File: src/rtl/rv_iopmp_err_capture.sv
// IOPMP error capture: latches the first violation report into the
// ERR_REQ* record, raises the error interrupt and counts later reports.
package rv_iopmp_pkg;

  typedef enum logic [1:0] {
    ACC_NONE  = 2'd0,
    ACC_READ  = 2'd1,
    ACC_WRITE = 2'd2,
    ACC_EXEC  = 2'd3
  } access_t;

  typedef enum logic [1:0] {
    ST_IDLE  = 2'd0,
    ST_HELD  = 2'd1,
    ST_CLEAR = 2'd2
  } cap_state_t;

  localparam logic [2:0] ERR_NOHIT = 3'd5;

endpackage

module rv_iopmp_err_capture
  import rv_iopmp_pkg::*;
#(
  parameter int ADDR_WIDTH = 64,
  parameter int SID_WIDTH  = 8,
  parameter int EIDX_WIDTH = 16,
  parameter int CNT_WIDTH  = 8
) (
  input  logic                  clk_i,
  input  logic                  rst_i,
  input  logic                  err_valid_i,
  output logic                  err_ready_o,
  input  logic [2:0]            err_type_i,
  input  logic [EIDX_WIDTH-1:0] err_eid_i,
  input  logic [ADDR_WIDTH-1:0] err_addr_i,
  input  logic [SID_WIDTH-1:0]  err_sid_i,
  input  logic [1:0]            err_ttype_i,
  input  logic                  cfg_ie_i,
  input  logic                  cfg_nohit_supp_i,
  input  logic                  sw_clear_i,
  output logic                  rec_valid_o,
  output logic [2:0]            rec_type_o,
  output logic [1:0]            rec_ttype_o,
  output logic [EIDX_WIDTH-1:0] rec_eid_o,
  output logic [ADDR_WIDTH-1:0] rec_addr_o,
  output logic [SID_WIDTH-1:0]  rec_sid_o,
  output logic [CNT_WIDTH-1:0]  rec_drop_cnt_o,
  output logic                  irq_o
);

  cap_state_t            state;
  logic [2:0]            typ;
  access_t               ttype;
  logic [EIDX_WIDTH-1:0] eid;
  logic [ADDR_WIDTH-1:0] addr;
  logic [SID_WIDTH-1:0]  sid;
  logic [CNT_WIDTH-1:0]  cnt;
  logic                  irq;

  logic ready;
  logic accept;
  logic supp;
  logic take;
  logic cnt_full;

  assign ready    = (state != ST_CLEAR);
  assign accept   = err_valid_i & ready;
  assign supp     = cfg_nohit_supp_i
                  & (err_type_i == ERR_NOHIT);
  assign take     = accept & ~supp;
  assign cnt_full = &cnt;

  always_ff @(posedge clk_i) begin
    if (rst_i) begin
      state <= ST_IDLE;
      typ   <= '0;
      ttype <= ACC_NONE;
      eid   <= '0;
      addr  <= '0;
      sid   <= '0;
      cnt   <= '0;
      irq   <= 1'b0;
    end else begin
      unique case (state)
        ST_IDLE: begin
          irq <= 1'b0;
          if (take) begin
            state <= ST_HELD;
            typ   <= err_type_i;
            ttype <= access_t'(err_ttype_i);
            eid   <= err_eid_i;
            addr  <= err_addr_i;
            sid   <= err_sid_i;
            irq   <= cfg_ie_i;
          end
        end
        ST_HELD: begin
          // clear beats a same-cycle report; that report is lost
          if (sw_clear_i) begin
            state <= ST_CLEAR;
            typ   <= '0;
            ttype <= ACC_NONE;
            eid   <= '0;
            addr  <= '0;
            sid   <= '0;
            cnt   <= '0;
            irq   <= 1'b0;
          end else begin
            irq <= cfg_ie_i;
            if (take && !cnt_full) begin
              cnt <= cnt + 1'b1;
            end
          end
        end
        ST_CLEAR: begin
          state <= ST_IDLE;
          irq   <= 1'b0;
        end
        default: begin
          state <= ST_IDLE;
          irq   <= 1'b0;
        end
      endcase
    end
  end

  assign err_ready_o    = ready;
  assign rec_valid_o    = (state == ST_HELD);
  assign rec_type_o     = typ;
  assign rec_ttype_o    = ttype;
  assign rec_eid_o      = eid;
  assign rec_addr_o     = addr;
  assign rec_sid_o      = sid;
  assign rec_drop_cnt_o = cnt;
  assign irq_o          = irq;

endmodule
File: config.mk
export PLATFORM = sky130hd
export DESIGN_NAME = rv_iopmp_err_capture
export DESIGN_NICKNAME = d
export VERILOG_FILES = /design/src/rtl/rv_iopmp_err_capture.sv
export SDC_FILE = /design/constraint.sdc
export NUM_CORES = 1
export LEC_CHECK = 0
export CORE_ASPECT_RATIO = 1.1
export CORE_MARGIN = 5
export CORE_UTILIZATION = 36
export DETAILED_ROUTE_END_ITERATION = 10
export GPL_ROUTABILITY_DRIVEN = 0
export PLACE_DENSITY_LB_ADDON = 0.05
export SYNTH_ARGS = -nofsm -noshare
export SYNTH_HDL_FRONTEND = slang
export SYNTH_SLANG_ARGS = --single-unit
File: constraint.sdc
create_clock -name clk_i -period 1.7 [get_ports clk_i]
set_input_delay 0.34 -clock clk_i [delete_from_list [all_inputs] [get_ports clk_i]]
set_output_delay 0.34 -clock clk_i [all_outputs]
set_load 0.03 [all_outputs]
Word-level counts from Yosys, hierarchy flattened
Cells that the tools add are included.
Widths: inputs -> output; s select.

storage, ports and cells
  register bits = 104
  logic and storage cells = 50
  bits of input ports = 99

operators by class
  reduce and logical (&&, ||, !) cells = 9
  eq/ne operators = 5
  add/sub/neg operators = 1
  multiplexer cells = 23
  bitwise operators = 4

operators with widths
  cell                 count
  $mux 64              2
  $pmux 64 s2          1
  $mux 16              2
  $mux 8               4
  $pmux 16 s2          1
  $pmux 8 s2           1
  $add 8x1->8 const B  1
  $mux 2               4
  $pmux 2 s2           2
  $reduce_and 8->1     1
  $mux 3               2
  $ne 2x2->1 const B   3
  $pmux 3 s2           1
  $reduce_and 2->1     2
  $reduce_bool 2->1    2
  $and 1x1->1          3
  $eq 3x3->1 const B   1
  $reduce_and 3->1     1
  $eq 2x1->1 const B   1
  $logic_not 2->1      1
  $mux 1               2
  $pmux 1 s2           1
  $logic_and 1x1->1    1
  $logic_not 1->1      1
  $not 1->1            1

Longest topological paths before layout
Gate-level depths: netlist (run 1).

  depth after elaboration = 7
  depth in mapped cells = 8
  gate-level depth less buffers = 5

Least setup slack after synthesis (run 1)
No wires, ideal clock.

  path type = register to register
  start point = register cnt[0] (netlist: rec_drop_cnt_o[0])
  end point = register cnt[3] (netlist: rec_drop_cnt_o[3])
  library setup time = 0.074 ns
  clock period less this slack = 1.814 ns
  arrival = 1.740 ns
  setup slack = -0.114 ns
  path buffers = 0
  cell stages (with the launch flop) = 6
  cell sequence = dfxtp_1 ha_1 and3_1 and3_1 or4_1 a31oi_1

between the ends
  word-level cells in the longest chain between the ends = 5

RTL lines
  element                                                              RTL line  source
  from (decl)                                                          58        logic [CNT_WIDTH-1:0] cnt;
  from (signal assigned)                                               112       cnt <= cnt + 1'b1;
  parallel branches: the longest is 5 deep, another holds $add 8x1->8  n/a

Parallel ways; which one is timed is not known. The select of a mux whose other input is x is not followed.
A chain may end at the register's enable or synchronous reset.

Worst setup path after layout (run 1)
  start point = register irq (netlist: irq_o)
  end point = output irq_o

RTL lines
  element                 RTL line  source
  from (decl)             59        logic irq;
  from (signal assigned)  95        irq <= cfg_ie_i;
  from (signal assigned)  110       irq <= cfg_ie_i;
  to (decl)               49        output logic irq_o

No word-level cell between the ends.

==> results.toml, run 1 <==
[synth]
synthArstFlopShare_pct = 0
ys_seq_area_share_pct = 51.8
avgSynthCellArea_um2 = 8.11
yosys-top-cells-area = "dfxtp_1, nand3_1, nand2_1"
syn-cell-area_um2 = 4020
ys.flop_type = "dfxtp_1"
netlist.area_leader.share_pct = 51.8
synthCells = 495
yosysUniqueCellTypes = 34
synth-seq-cells = 104
yosys.area.top_type = "dfxtp_1"
ys_warn_count = 0
synth-edff-count = 0
syn-num-nets = 595

[critical_path]
cp_num_buf_inv = 1
critPathMaxFanout = 1
r2r_slack_ns = 0.10
worst-setup-path-type = "reg2out"
path_delay_family = "buffers and inverters"
cp.required_ns = 1.36
worst-endpoint-arrival_ns = 1.31
crit_path_end_kind = "output pin"
critPathLaunchType = "register"
cp_cell_sequence = "clkdlybuf4s50_1"
cpMaxStageDelayCell = "clkdlybuf4s50_1"
cpPeakStageDelay_ns = 0.67

[clock_network]
cts-hold-fix-buffers = 0
cts_tree = "built"
postCtsSetupRepairBufs = 0
cts_buffers = 9
clk_pin_slew_ns = 0.07
cts_buffer_depth = 2
htreeDepth = 3
numClockSinks = 104
cts-root-buf = "clkbuf_16"
clock_latency_ns = 0.33

[route]
ant_nets = 0
vias = 4192
remaining_drc_errors = 0
dr.max_layer_used = "met4"
wl_met1_mm = 5.49
viasPerCell = 4.91
drt_pass1_iterations = 4
wl_per_cell_um = 14.9
drt_iter0_drc = 262
dr_wl_met3_um = 975
wl_met2_mm = 6.07
wirelength_mm = 12.7

[place]
port_buffers = 202
placed_area_um2 = 6430
hpwl_mm = 9.40

[finish]
multiInputGateArea_um2 = 1710
regArea_um2 = 2090
synthToLayoutAreaGrowth_pct = 66.5
post-route-util_pct = 61.3
diodes = 0
num-fill-cells = 1044
nets = 802
layout-drive-gt1-share_pct = 8.77
fin_area_um2 = 6690

[power_and_ir_drop]
p_leak_nw = 3.21
cellPowerDensity_nw_per_um2 = 898
ir_worst_vdd_uv = 572

[floorplan]
die_h_um = 121
fp-row-count = 40
die_area_um2 = 13400
core_um2 = 10900
ios = 203
initial_utilization_pct = 36.8
die_x_um = 111

[timing]
rsz0062_at_grt = "no"
hold_viol = 0
slew_headroom_pct = 76.5
holdWs_ns = 0.452
fin_crit_ns = 1.65
finalSetupViolations = 0
fin_setup_tns_ns = 0
drv_slew = 0
worst_pin_slew_ns = 0.351
fin_skew_ns = 0.00556
fin_crit_sh_pct = 96.9
max_freq_mhz = 607

[run]
drv_cap = 0

[min_path]
hp-class = "reg2reg"

[grt]
grt_max_degree = 52
antenna_found_initial = 0
overflow = 0
grt_use_total_pct = 18.3
grt_pass1_vias = 4060
grt_pass1_wl_mm = 20.4

[status]
status = "finished, final reports clean"
-- registers in the layout (all words and copies together), names as in the netlist --
register        flops
rec_addr_o         64
rec_eid_o          16
rec_drop_cnt_o      8
rec_sid_o           8
rec_type_o          3
rec_ttype_o         2
state               2
irq_o               1
-- power by group --
| part | internal, mW | total, mW | switching, mW |
|---|---|---|---|
| logic | 0.566 | 1.31 | 0.745 |
| clock network | 1.14 | 2.03 | 0.887 |
| registers | 2.59 | 2.67 | 0.0721 |
| total | 4.30 | 6.01 | 1.70 |
-- synth_stat cells, types with 2 or more instances --
cell / instances
dfxtp_1: 104
nand2_1: 100
nand3_1: 97
o21ai_0: 72
clkbuf_1: 23
o21ai_1: 22
buf_4: 14
nor2_1: 7
a31oi_1: 6
and3_1: 5
inv_1: 5
o311ai_0: 5
buf_2: 4
nand4_1: 4
a21oi_1: 3
nand4b_1: 2
nor3_1: 2
o2111ai_1: 2
or3_1: 2
or4_1: 2
-- per-stage QoR --
step           power, mW  std cells  worst slack [ns]
3_5_place_dp        4.13        838            -0.228
5_1_grt             6.30        854           0.00261
6_report            6.01        854            0.0528
4_1_cts             6.11        854        0.00000144
3_3_place_gp        4.11        838            -0.223
2_1_floorplan       3.40        495            0.0103
-- path summary, 6_finish.rpt --
path         cells past startpoint           endpoint               from
max reg2reg                      5  rec_drop_cnt_o[3]  rec_drop_cnt_o[0]
min reg2reg                      2       rec_sid_o[0]       rec_sid_o[0]
max                              1              irq_o              irq_o
min                              2       rec_sid_o[0]       rec_sid_o[0]
-- logic make-up after synthesis --
| family | after synthesis | share of synthesized area (%) |
|---|---|---|
| DFF | 104 | 51.8 |
| adders and majority gates | 1 | 0.311 |
| and+or+nand+nor | 226 | 26.1 |
| AOI/OAI and AO/OA | 115 | 15.6 |
| buffers and inverters | 49 | 6.20 |
-- layout make-up --
type                            count  area share (%)
Timing Repair Buffer              238            35.7
Sequential cell                   104            31.2
Multi-Input combinational cell    342            25.5
Clock buffer                        9            3.37
Tap cell                          147            2.75
Clock inverter                      7            1.07
Inverter                            7           0.393
-- metal layers --
metal	track usage, %	vias up
met3	6.86	15
li1	-	2136
met2	30.5	148
met5	0	-
met1	22.1	1893
met4	5.23	0
-- what timing repair did --
item                                    in CTS  in global routing
gates resized for setup                     80                 28
endpoints found under the setup margin      79                 27
endpoints found under the hold margin        0                  0
pin swaps                                    0                  1
-- placed cells by master, fill, tap and decap left out, drive strengths merged, types with 2 or more instances in the layout --
cell type      Yosys  final
o311ai             5      5
and3               5      5
inv                6      8
dfxtp            104    104
dlymetal6s2s       0     24
buf               19     36
clkinv             1      2
nand2            100    100
a21oi              3      3
or3                2      2
o2111ai            2      2
dlygate4sd2        0     78
nand3             98     98
nor2               7      7
a31oi              6      6
nand4              4      4
o21ai             94     94
or4                2      2
nor3               2      2
clkdlybuf4s50      0     99
clkinvlp           0      3
nand4b             2      2
clkbuf            23     10
No activity file was read; power rests on OpenSTA's default activity.
==> run 2, diff against run 1 <==
--- a/config.mk
+++ b/config.mk
@@ -8,3 +8,3 @@
 export CORE_ASPECT_RATIO = 1.1
-export CORE_MARGIN = 5
+export CORE_MARGIN = 3
 export CORE_UTILIZATION = 36
--- a/constraint.sdc
+++ b/constraint.sdc
@@ -3,2 +3,2 @@
 set_output_delay 0.34 -clock clk_i [all_outputs]
-set_load 0.03 [all_outputs]
+set_load 0.005 [all_outputs]
==> run 2 against run 1 <==
Against the previous run: worst setup slack improved by 0.0047 ns; largest power group unchanged; critical path depth rose by 5; via count rose by 0.98%; highest routed layer unchanged; critical path type is now in2reg.
==> results.toml, run 2 (same netlist as run 1, synthesis figures left out) <==
[grt]
grt_use_total_pct = 19.2
grt_util_met2_pct = 31.0
grt_pass1_vias = 4004
overflow = 0
grt_use_met1_pct = 23.9
grt_max_degree = 51
grt-busiest-layer = "met2"
antenna_found_initial = 0
use_met3_pct = 5.27
grt_pass1_wl_mm = 19.4

[critical_path]
critPathLaunchType = "input port"
cp.required_ns = 1.91
critPathMaxFanout = 7
crit_path_end_kind = "register"
worst-setup-path-type = "in2reg"
worst-endpoint-arrival_ns = 1.85

[route]
viasPerCell = 4.97
wl_per_cell_um = 14.6
ant_nets = 0
drt_iter0_drc = 168
vias = 4233
drt_pass1_iterations = 7
wirelength_mm = 12.4
remaining_drc_errors = 0

[timing]
fin_crit_sh_pct = 96.6
rsz0062_at_grt = "yes"
worst_pin_slew_ns = 0.334
drv_slew = 0
finalSetupViolations = 0
slew_headroom_pct = 77.5
hold_viol = 0
fin_skew_ns = 0.00530
max_freq_mhz = 609
fin_crit_ns = 1.64

[floorplan]
initial_utilization_pct = 37.8
ios = 203
die_x_um = 107
die_h_um = 117
die_area_um2 = 12500
fp-row-count = 39
core_um2 = 10600

[clock_network]
cts_buffer_depth = 2
clock_latency_ns = 0.33
cts-root-buf = "clkbuf_16"
cts_tree = "built"
cts-hold-fix-buffers = 0
clk_pin_slew_ns = 0.07
numClockSinks = 104
cts_buffers = 9
htreeDepth = 3

[power_and_ir_drop]
power_frac_clock_pct = 34.0
finalPower_mw = 5.68
netSwitchingPower_mw = 1.38
cellPowerDensity_nw_per_um2 = 853
seq_power_share_pct = 47.1
p_leak_nw = 2.50
internal_power_mw = 4.31
p_sw_share_pct = 24.2
combPwrFrac_pct = 18.9
ir_worst_vdd_uv = 397

[place]
placed_area_um2 = 6340
port_buffers = 202
hpwl_mm = 8.94

[finish]
fin_area_um2 = 6660
synthToLayoutAreaGrowth_pct = 65.9
nets = 803
largest_register_ffs = 64
multiInputGateArea_um2 = 1700
layout-drive-gt1-share_pct = 8.62
diodes = 0
final_common_cell = "clkdlybuf4s50_1"
mostFrequentLayoutCells = "clkdlybuf4s50_1, nand2_1, dfxtp_1, nand3_1, o21ai_0"
num-fill-cells = 992
post-route-util_pct = 62.6
regArea_um2 = 2090

[status]
status = "finished, final reports clean"

[min_path]
hp-class = "reg2reg"

[run]
drv_cap = 0
run 2: worst paths after layout:
| check | end | slack, ns | depth (start not counted) | start |
|---|---|---|---|---|
| worst max-delay path | rec_drop_cnt_o[7] | 0.06 | 6 | err_type_i[1] |
| worst min-delay path | rec_eid_o[9] | 0.45 | 2 | rec_eid_o[9] |
| worst max register to register | rec_drop_cnt_o[3] | 0.08 | 5 | rec_drop_cnt_o[0] |
| worst min register to register | rec_eid_o[9] | 0.45 | 2 | rec_eid_o[9] |
run 2: area by class of cell:
cell class | instances | share of cell area, %
sequential | 104 | 31.3
clock buffer | 14 | 3.96
inverter | 7 | 0.432
timing repair buffer | 239 | 35.8
tap | 143 | 2.69
multi-input combinational | 342 | 25.5
clock inverter | 2 | 0.207
run 2: per-layer routing:
layer  vias up  wire, um  share of wire [%]
met4         0       369                3.0
met5         -         0                  0
li1       2139         -                  -
met1      1897      5330                 43
met2       173      5730                 46
met3        24       992                8.0
run 2: worst max-delay path, stage by stage:
cell	delay, ns
clkdlybuf4s50_1	0.47
nand4b_1	0.18
nand3_2	0.18
buf_4	0.19
o311ai_0	0.35
a31oi_1	0.14
run 2: what timing repair did:
item	in CTS	in global routing
gates resized for setup	5	9
pin swaps	0	1
gates cloned	0	0
buffers inserted	4	0
endpoints found under the setup margin	2	7
run 2: metrics by stage:
stage	hold slack [ns]	TNS [ns]	setup slack (ns)	instances
floorplan	0.444	0	0.0211	495
global placement	0.443	-12.57	-0.238	831
detailed placement	0.448	-15.57	-0.283	831
CTS	0.457	0	0.00235	851
global route	0.480	-0.00884	-0.00884	851
finish	0.454	0	0.0575	851
run 2: power groups by stage:
| stage | combinational, mW | clock [mW] | sequential, mW |
|---|---|---|---|
| floorplan | 0.356 | 0 | 2.74 |
| global placement | 1.06 | 0 | 2.72 |
| detailed placement | 1.07 | 0 | 2.73 |
| CTS | 1.09 | 2.00 | 2.68 |
| global route | 1.17 | 2.09 | 2.70 |
| finish | 1.07 | 1.93 | 2.68 |
==> variant 1: new RTL, settings of run 1 <==
Register the inputs `cfg_ie_i`, `cfg_nohit_supp_i` and `sw_clear_i` before use, with the module's reset. The logic sees them one clock later. The other inputs are not delayed to match.
--- a/src/rtl/rv_iopmp_err_capture.sv
+++ b/src/rtl/rv_iopmp_err_capture.sv
@@ -49,6 +49,22 @@
   output logic                  irq_o
 );
 
+  logic cfg_ie_q;
+  logic cfg_nohit_supp_q;
+  logic sw_clear_q;
+
+  always_ff @(posedge clk_i) begin
+    if (rst_i) begin
+      cfg_ie_q         <= '0;
+      cfg_nohit_supp_q <= '0;
+      sw_clear_q       <= '0;
+    end else begin
+      cfg_ie_q         <= cfg_ie_i;
+      cfg_nohit_supp_q <= cfg_nohit_supp_i;
+      sw_clear_q       <= sw_clear_i;
+    end
+  end
+
   cap_state_t            state;
   logic [2:0]            typ;
   access_t               ttype;
@@ -66,7 +82,7 @@
 
   assign ready    = (state != ST_CLEAR);
   assign accept   = err_valid_i & ready;
-  assign supp     = cfg_nohit_supp_i
+  assign supp     = cfg_nohit_supp_q
                   & (err_type_i == ERR_NOHIT);
   assign take     = accept & ~supp;
   assign cnt_full = &cnt;
@@ -92,12 +108,12 @@
             eid   <= err_eid_i;
             addr  <= err_addr_i;
             sid   <= err_sid_i;
-            irq   <= cfg_ie_i;
+            irq   <= cfg_ie_q;
           end
         end
         ST_HELD: begin
           // clear beats a same-cycle report; that report is lost
-          if (sw_clear_i) begin
+          if (sw_clear_q) begin
             state <= ST_CLEAR;
             typ   <= '0;
             ttype <= ACC_NONE;
@@ -107,7 +123,7 @@
             cnt   <= '0;
             irq   <= 1'b0;
           end else begin
-            irq <= cfg_ie_i;
+            irq <= cfg_ie_q;
             if (take && !cnt_full) begin
               cnt <= cnt + 1'b1;
             end
Behaviour: not the same (a bounded check fails within 4 cycles, from zero or initial values and one cycle with rst_i high).
==> variant 1 against run 1 <==
- highest routed layer unchanged
- synthesized area is 15% higher
- sequential cell count rose by 3
- die area rose by 13%
- total power is 2.9% higher
- cell area rose by 6.4%
- setup slack gained 0.0027 ns
- cell count is 0.47% higher
- routed wire length rose by 5.9%
- sequential share of layout area is 1.1 points lower
==> variant 1: results (changes against run 1) <==
internal reg-to-reg setup slack -> 0.15 ns (was 0.10 ns)
r2r startpoint -> rec_drop_cnt_o[3] (was rec_drop_cnt_o[0])
cts bufs inserted -> 9 (unchanged)
Max Clock Skew -> 0.005902 ns (was 0.005556 ns)
top cells by area, synth -> dfxtp_1, nand2b_1, nand3_2, o21ai_1, nand3_1 (was dfxtp_1, nand3_1, nand2_1, o21ai_0, o21ai_1)
Yosys warning total -> 0 (unchanged)
Slew @ Worst Pin -> 0.4043 ns (was 0.3513 ns)
# clock sinks -> 107 (was 104)
final worst path period share -> 0.9674 (was 0.9690)
fraction of area in multi-input gates -> 0.3125 (was 0.2552)
Worst Hold End -> state[1] (was rec_sid_o[0])
VDD IR max -> 0.0005974 V (was 0.0005723 V)
Non-clock inverters -> 2 (was 7)
Layout clock area frac -> 0.03974 (was 0.04434)
Hold Crit Class -> input port to register (was register to register)
placed cells -> 841 (was 838)
PostCTS Resize Cnt -> 93 (was 80)
Static Leak -> 3.083 nW (was 3.212 nW)
min-delay src -> rst_i (was rec_sid_o[0])
largest net degree at the start of global routing -> 96 (was 52)
Nets -> 798 (was 802)
Post-Place Worst Slack -> -0.3502 ns (was -0.2280 ns)
Final HPWL DP -> 9602 microns (was 9402 microns)
max FFs per register -> 64 (unchanged)
comb pwr -> 1.38 mW (was 1.31 mW)
net count after synthesis -> 603 (was 595)
# fillers -> 1202 (was 1044)
Total Routing Usage GR -> 0.1652 (was 0.1831)
sequential fraction of the synthesis area -> 0.4648 (was 0.5184)
Syn Area/Cell -> 9.161 sq um (was 8.114 sq um)
share of post-route cells with drive strength above 1 -> 0.1441 (was 0.08769)
routed vias -> 4156 (was 4192)
Final Util -> 0.5652 (was 0.6130)
Multi-input comb cells -> 351 (was 342)
drt wl/cell -> 15.73 microns (was 14.91 microns)
vias in the first global route -> 3994 (was 4060)
initial drt markers -> 233 (was 262)
full die area -> 15170 sq um (was 13370 sq um)
WHS -> 0.3002 ns (was 0.4524 ns)
Routed Wire Length -> 13490 microns (was 12740 microns)
Non-Clock Buffer Area Fraction -> 0.3177 (was 0.3570)
outcome -> completed (unchanged)
worst r2r dst -> rec_drop_cnt_o[7] (was rec_drop_cnt_o[3])
sequential share of cell area -> 0.3014 (was 0.3121)
first-pass GRT wire length -> 20620 microns (was 20380 microns)
Non-Clock Buffer Count -> 227 (was 238)
Critical Path Start -> irq_o (unchanged)
drt first pass iters -> 4 (unchanged)
clk_buf instances -> 11 (was 9)
most instantiated cells after synthesis -> dfxtp_1, nand2b_1, o21ai_1 (was dfxtp_1, nand2_1, nand3_1)
number of setup buffers added after CTS -> 0 (unchanged)
placed inst area -> 6860 sq um (was 6429 sq um)
Distinct cells, synth -> 41 (was 34)
combinational power share -> 0.224 (was 0.218)
Net Sw Power -> 1.745 mW (was 1.704 mW)
==> variant 1: cell count changes in the layout (fill, tap and decap cells not counted), moves of 15 or more <==
| cell | delta |
|---|---|
| dlygate4sd2_1 | +15 |
| nand3_1 | -49 |
| nand3_2 | +46 |
| nand2_1 | -92 |
| o21ai_1 | +31 |
| nand2b_1 | +95 |
| o21ai_0 | -30 |
==> variant 1: metal layers <==
layer | GRT usage | share of wire | up-vias
met5 | 0 | 0 | -
met4 | 0.05263 | 0.016 | 0
met3 | 0.05495 | 0.065 | 12
met2 | 0.2790 | 0.49 | 135
met1 | 0.2002 | 0.43 | 1890
li1 | - | - | 2119
==> variant 1: cell families after synthesis <==
group,after synthesis,synth area share
buffers and inverters,46,0.05620
DFF,107,0.4648
adders and majority gates,1,0.002715
AOI/OAI and AO/OA,118,0.1385
muxes,2,0.004344
and+or+nand+nor,229,0.3334
==> variant 2: new RTL, flow settings as in run 1 <==
Made on the original files. `SID_WIDTH`: 8 -> 7.
--- a/src/rtl/rv_iopmp_err_capture.sv
+++ b/src/rtl/rv_iopmp_err_capture.sv
@@ -23,7 +23,7 @@
   import rv_iopmp_pkg::*;
 #(
   parameter int ADDR_WIDTH = 64,
-  parameter int SID_WIDTH  = 8,
+  parameter int SID_WIDTH  = 7,
   parameter int EIDX_WIDTH = 16,
   parameter int CNT_WIDTH  = 8
 ) (
Interface: changed (resized err_sid_i and rec_sid_o); port bits go from 203 to 201. No check against the original RTL was run, so the function may have changed too.
==> variant 2 against run 1 <==
- cell count shrank 0.23%
- sequential cell count shrank 1
- synthesized cell count shrank 0.61%
- synthesized area shrank 1.1%
- sequential share of layout area shrank 0.38 points
- setup slack gained 0.0092 ns
- core utilization grew 0.48 points
- total power grew 0.68%
- cell area grew 0.32%
- routed wire length grew 1.4%
- die area shrank 0.97%
==> variant 2: results (changes against run 1) <==
Static Leak -> 3.290 nW (was 3.212 nW)
fin worst setup slack -> 0.06197 ns (was 0.05276 ns)
Slew @ Worst Pin -> 0.3644 ns (was 0.3513 ns)
min-delay src -> rec_addr_o[20] (was rec_sid_o[0])
Post-Place Worst Slack -> -0.2999 ns (was -0.2280 ns)
# fillers -> 988 (was 1044)
Setup-failing EPs final -> 0 (unchanged)
Total Routing Usage GR -> 0.1842 (was 0.1831)
hold path cells -> 2 (unchanged)
Critical Path Start -> irq_o (unchanged)
Nets -> 799 (was 802)
net count after synthesis -> 591 (was 595)
most instantiated cells after synthesis -> dfxtp_1, nand2_1, nand3_1 (unchanged)
drt wl/cell -> 15.15 microns (was 14.91 microns)
Hold Crit Class -> register to register (unchanged)
Max Clock Skew -> 0.009841 ns (was 0.005556 ns)
internal reg-to-reg setup slack -> 0.07 ns (was 0.10 ns)
VDD IR max -> 0.0004573 V (was 0.0005723 V)
slowest stage delay, CP -> 0.66 ns
placed inst area -> 6367 sq um (was 6429 sq um)
initial drt markers -> 222 (was 262)
sequential fraction of the synthesis area -> 0.5189 (was 0.5184)
top cells by area, synth -> dfxtp_1, nand3_1, o21ai_1, nand2_1, clkbuf_1 (was dfxtp_1, nand3_1, nand2_1, o21ai_0, o21ai_1)
CP Data Arrival Time -> 1.30 ns
worst reg2reg path depth -> 5 (unchanged)
vias in the first global route -> 4081 (was 4060)
first-pass GRT wire length -> 19560 microns (was 20380 microns)
outcome -> completed (unchanged)
largest net degree at the start of global routing -> 66 (was 52)
Distinct cells, synth -> 37 (was 34)
share of post-route cells with drive strength above 1 -> 0.09787 (was 0.08769)
CP max FO -> 1 (unchanged)
Final HPWL DP -> 9272 microns (was 9402 microns)
antenna violations before repair -> 0 (unchanged)
Routed Wire Length -> 12910 microns (was 12740 microns)
placed cells -> 834 (was 838)
synthesized instance count -> 492 (was 495)
number of I/O port buffers -> 200 (was 202)
routed vias -> 4171 (was 4192)
Worst Hold End -> rec_addr_o[20] (was rec_sid_o[0])
[variant 2: changes by cell type in the layout (fill, tap and decap cells not counted), moves of 2 or more]
cell            change
o21ai_0            -70
o21ai_1            +69
dlygate4sd2_1       -9
dlymetal6s2s_1      +7
buf_12              -3
buf_4               +3
clkinvlp_4          -2
dfxtp_1             -2
inv_1               -2
o311ai_0            -2
[variant 2: kinds of logic (layout without fill, tap and decap cells)]
logic type      Yosys count  after routing  share of synthesized area
compound gates          113            113                     0.1540
fa+ha+maj                 1              1                   0.003148
buf+inv                  49            262                    0.05919
simple gates            226            226                     0.2648
flops                   103            103                     0.5189
[variant 2: final cells by class]
cell class,count,area share
well taps,147,0.02742
clock inverters,5,0.008392
multi-input cells,340,0.2546
flip-flops and latches,103,0.3083
repair buffers,239,0.3612
inverters,7,0.003916
clock buffers,11,0.03618
[variant 2: what timing repair did]
| item | in CTS | in global routing |
|---|---|---|
| gates cloned | 0 | 1 |
| pin swaps | 0 | 1 |
| setup buffers | 0 | 1 |
| resized for setup | 73 | 39 |
| setup endpoints to repair | 71 | 70 |
[variant 2: metrics by stage]
step                hold WS (ns)    util
floorplan                 0.4330       -
global placement          0.4418  0.5863
detailed placement        0.4476  0.5863
CTS                       0.4557  0.6059
global route              0.4735  0.6177
finish                    0.4515  0.6177
[variant 2: report_power, final]
part / switching [mW] / internal (mW) / leakage (nW)
registers: 0.0728 / 2.57 / 0.846
clock network: 0.882 / 1.18 / 0.146
logic: 0.756 / 0.583 / 2.30
[variant 2: routing by layer]
metal	up-vias	routed length (microns)	global-route usage
met4	0	328	0.09161
li1	2130	-	-
met5	-	0	0
met3	23	959	0.04912
met1	1875	5452	0.2213
met2	143	6170	0.3005
